--- config.mk ---
export PLATFORM = sky130hd
export DESIGN_NAME = llsc_monitor
export DESIGN_NICKNAME = d
export VERILOG_FILES = /design/src/rtl/llsc_monitor.sv
export SDC_FILE = /design/constraint.sdc
export NUM_CORES = 1
export LEC_CHECK = 0
export CAP_MARGIN = 20
export CORE_UTILIZATION = 30
export DETAILED_ROUTE_END_ITERATION = 6
export PLACE_DENSITY = 0.63
export SYNTH_ARGS = -nofsm -noshare
export SYNTH_HDL_FRONTEND = slang
export SYNTH_SLANG_ARGS = --single-unit
--- constraint.sdc ---
create_clock -name clk -period 7.3 [get_ports clk]
set_clock_uncertainty 0.1 [all_clocks]
set_input_delay 2.19 -clock clk [delete_from_list [all_inputs] [get_ports clk]]
set_output_delay 2.19 -clock clk [all_outputs]
set_load 0.03 [all_outputs]
--- src/rtl/llsc_monitor.sv ---
// llsc_monitor: LL/SC link tracker with snoop invalidation, link aging and SC-failure counting
module llsc_monitor #(
  parameter int TIMEOUT = 1024,
  parameter int CNT_W = 16
) (
  input  logic             clk,
  input  logic             rst,
  input  logic             flush,
  input  logic             stall,
  input  logic             ll_req,
  input  logic [31:0]      ll_addr,
  input  logic             sc_req,
  input  logic [31:0]      sc_addr,
  input  logic             snoop_we,
  input  logic [31:0]      snoop_addr,
  output logic             linked,
  output logic [31:0]      link_addr,
  output logic             sc_done,
  output logic             sc_success,
  output logic [CNT_W-1:0] fail_cnt
);
  typedef enum logic {IDLE, LINKED} state_t;
  localparam logic [15:0] AGE_MAX = 16'(TIMEOUT - 1);
  state_t state, state_n;
  logic [15:0] age, age_n;
  logic [31:0] addr_n;
  logic acc_ll, acc_sc, snoop_hit, expiring, done_n, succ_n;
  logic unused_bits;
  assign unused_bits = ^{ll_addr[1:0], sc_addr[1:0], snoop_addr[1:0]};
  assign linked = state == LINKED;
  assign acc_ll = ll_req & ~stall;
  assign acc_sc = sc_req & ~stall;
  assign snoop_hit = linked & snoop_we & (snoop_addr[31:2] == link_addr[31:2]);
  assign expiring = linked & (age == AGE_MAX);
  // next link state and SC outcome; LL beats SC, snoop and timeout, flush beats everything
  always_comb begin
    state_n = state;
    age_n = linked ? age + 16'd1 : age;
    addr_n = link_addr;
    done_n = 1'b0;
    succ_n = 1'b0;
    if (flush) state_n = IDLE;
    else begin
      done_n = acc_sc;
      succ_n = acc_sc & ~acc_ll & linked & (sc_addr[31:2] == link_addr[31:2]) & ~snoop_hit & ~expiring;
      if (acc_ll) begin
        state_n = LINKED;
        age_n = 16'd0;
        addr_n = {ll_addr[31:2], 2'b00};
      end else if (acc_sc | snoop_hit | expiring) state_n = IDLE;
    end
  end
  // registers; the failure count moves on the same edge that raises sc_done
  always_ff @(posedge clk) begin
    if (rst) begin
      state <= IDLE;
      age <= 16'd0;
      link_addr <= 32'd0;
      sc_done <= 1'b0;
      sc_success <= 1'b0;
      fail_cnt <= '0;
    end else begin
      state <= state_n;
      age <= age_n;
      link_addr <= addr_n;
      sc_done <= done_n;
      sc_success <= succ_n;
      if (done_n & ~succ_n & ~&fail_cnt) fail_cnt <= fail_cnt + CNT_W'(1);
    end
  end
endmodule
==> out/metrics.yaml <==
p_leak_nw: 1.877
dieArea_um2: 12040
cp.arrival_ps: 4740
finalWorstSetupSlack_ps: 2676
place_ws_ps: 1921
clkTransAtPathRegs_ps: 60
cts_sinks: 65
startpoint_type: "input pin"
ys_warn_count: 0
worst_r2r_path_depth: 7
r2r_slack_ps: 4400
ys_seq_area_share_pct: 37.37
area_growth_pct: 54.11
whs_ps: 413.1
avgSynthCellArea_um2: 8.212
postCtsHoldBufs: 0
pwr-share-comb_pct: 14.7
period_minus_slack_ps: 4624
drc: 0
rsz0062_at_grt: "no"
post_cts_resize_count: 0
cts_setup_buffers: 0
layout_commonest_cell: "clkdlybuf4s50_1"
use_met3_pct: 2.964
vias: 3514
min_path_type: "reg -> reg"
r2r-end: "fail_cnt[8]"
fillers: 1092
p_int_mw: 0.7186
gr-usage-met2_pct: 29.69
avgRoutedWirePerCell_um: 15.95
fmax_mhz: 216.3
cp-end-kind: "flop"
placed_area_um2: 5039
synthDistinctLibCells: 36
multiInputGateArea_um2: 2093
routed_wl_um: 11290
async_flop_share_pct: 0
fin_area_um2: 5366
hpwl_um: 8574
switching_share_pct: 23.88
die_w_um: 109.7
grt_busiest_layer: "met2"
post-route-period-util_pct: 63.34
antenna_found_initial: 0
p_seq_share_pct: 39.4
ir_worst_vdd_mv: 0.1208
finalHoldViolCount: 0
synth_edf_count: 0
grt_use_met1_pct: 24.30
synthFlopType: "dfxtp_1"
synth_cells: 424
worst_ep_required_time_ps: 7420
synth_seq_cells: 65
crit_type: "in -> reg"
antenna_cells: 0
layout.area.seq_um2: 1301
cts-root-buf: "clkbuf_16"
placed_cells: 691
htree_levels: 3
clock_path_buffers: 2
portBuffers: 145
grtUsageTotal_pct: 18.25
fin_util_pct: 48.44
maxCapViolCount: 0
switchingPower_mw: 0.2255
grt_first_pass_wirelength_um: 16580
row_count: 38
worstReg2RegStart: "linked"
numCtsBuffers: 9
setup_viol: 0
grt_pass1_vias: 3244
power_density_nw_per_um2: 175.9
drive_gt1_share_pct: 5.810
path_max_fanout: 22
cts_tree: "yes"
crit_end: "fail_cnt[8]"
fin_cells: 708
status: "completed"
clkPwrFrac_pct: 45.9
gp_congestion: 0.8114
crit_path_start: "snoop_addr[18]"
antenna_left: 0
first_pass_iters: 5
fin_nets: 669
die_h_um: 109.7
grt_max_degree: 60
drtIter0Drc: 179
final_cell_mix: "clkdlybuf4s50_1, nand2_1, dfxtp_1"
start_util_pct: 31.43
drt-vias-per-instance: 4.963
netlist_area_um2: 3482
relSlewSlack_pct: 48.98
grt-ovfl-total: 0
slew_violations: 0
clk_latency_ps: 330
tns_ps: 0
worst_slew_pin_slew_ps: 758.3
power.total_mw: 0.9441
core_um2: 11080
ios: 154
-- cells by family (layout without fill, tap and decap cells) --
| group | Yosys count | in the layout | share of synthesized area [%] |
|---|---|---|---|
| AND/OR/NAND/NOR | 197 | 197 | 28.85 |
| XOR/XNOR | 72 | 72 | 18.11 |
| flip-flops | 65 | 65 | 37.37 |
| AO/OA/AOI/OAI | 54 | 54 | 8.588 |
| buffers and inverters | 23 | 166 | 3.054 |
| multiplexers | 10 | 10 | 3.198 |
| adder cells (fa/ha/maj) | 2 | 2 | 0.7185 |
| other | 1 | 2 | 0.1077 |
-- power groups by stage --
stage / clock network [mW] / registers (mW) / logic [mW]
5_1_grt: 0.454 / 0.373 / 0.148
4_1_cts: 0.438 / 0.372 / 0.138
3_3_place_gp: 0 / 0.379 / 0.135
2_1_floorplan: 0 / 0.388 / 0.0479
6_report: 0.434 / 0.372 / 0.139
3_5_place_dp: 0 / 0.380 / 0.137
-- worst min path at each step --
| stage | startpoint | slack [ps] | to | depth (start not counted) |
|---|---|---|---|---|
| floorplan | age[15] | 370 | age[15] | 2 |
| global placement | fail_cnt[15] | 380 | fail_cnt[15] | 2 |
| detailed placement | age[4] | 400 | age[4] | 2 |
| CTS | fail_cnt[15] | 420 | fail_cnt[15] | 2 |
| global route | link_addr[18] | 440 | link_addr[18] | 2 |
| finish | fail_cnt[15] | 410 | fail_cnt[15] | 2 |
-- synth_stat cells, types with 2 or more instances --
| master | instances | area (um^2) |
|---|---|---|
| or3b_1 | 2 | 17.52 |
| nand2b_1 | 4 | 25.02 |
| nor4_1 | 18 | 112.6 |
| ha_1 | 2 | 25.02 |
| clkbuf_1 | 16 | 60.06 |
| nor2b_1 | 11 | 68.82 |
| nor2_1 | 28 | 105.1 |
| or3_1 | 5 | 31.28 |
| or4b_1 | 4 | 40.04 |
| xnor2_1 | 30 | 262.8 |
| and2_1 | 2 | 12.51 |
| o41ai_1 | 5 | 43.79 |
| inv_1 | 2 | 7.510 |
| buf_4 | 3 | 22.52 |
| dfxtp_1 | 65 | 1301 |
| and3_1 | 2 | 12.51 |
| o21ai_0 | 6 | 30.03 |
| nor3_1 | 11 | 55.05 |
| nand2_1 | 73 | 274.0 |
| mux2_2 | 9 | 101.4 |
| xor2_1 | 42 | 367.9 |
| a21oi_1 | 42 | 210.2 |
| and4_1 | 3 | 26.28 |
| nand3_1 | 11 | 55.05 |
| nand4_1 | 17 | 106.4 |
-- state kept, by name, indices dropped and copies added, names as in the netlist --
| name | cells |
|---|---|
| age | 16 |
| fail_cnt | 16 |
| link_addr | 30 |
| linked | 1 |
| sc_done | 1 |
| sc_success | 1 |
-- cell type report --
class,count,area share (%)
Multi-Input combinational cell,337,39.01
Timing Repair Buffer,149,27.82
Sequential cell,65,24.25
Clock buffer,12,4.780
Tap cell,140,3.264
Clock inverter,3,0.7461
Inverter,2,0.1399
-- critical path, stage by stage --
cell	delay [ps]
clkdlybuf4s50_1	420
xnor2_1	240
nand4_1	150
nor4_1	650
a2111oi_4	190
buf_6	220
nor4b_1	310
mux2_2	370
-- metal layers --
| layer | up-vias | wire [um] | part of all wire, % |
|---|---|---|---|
| li1 | 1743 | - | - |
| met1 | 1671 | 5217 | 46 |
| met2 | 87 | 5445 | 48 |
| met3 | 13 | 461 | 4.1 |
| met4 | 0 | 168 | 1.5 |
| met5 | - | 0 | 0 |
Power figures use the tool's default switching activity.
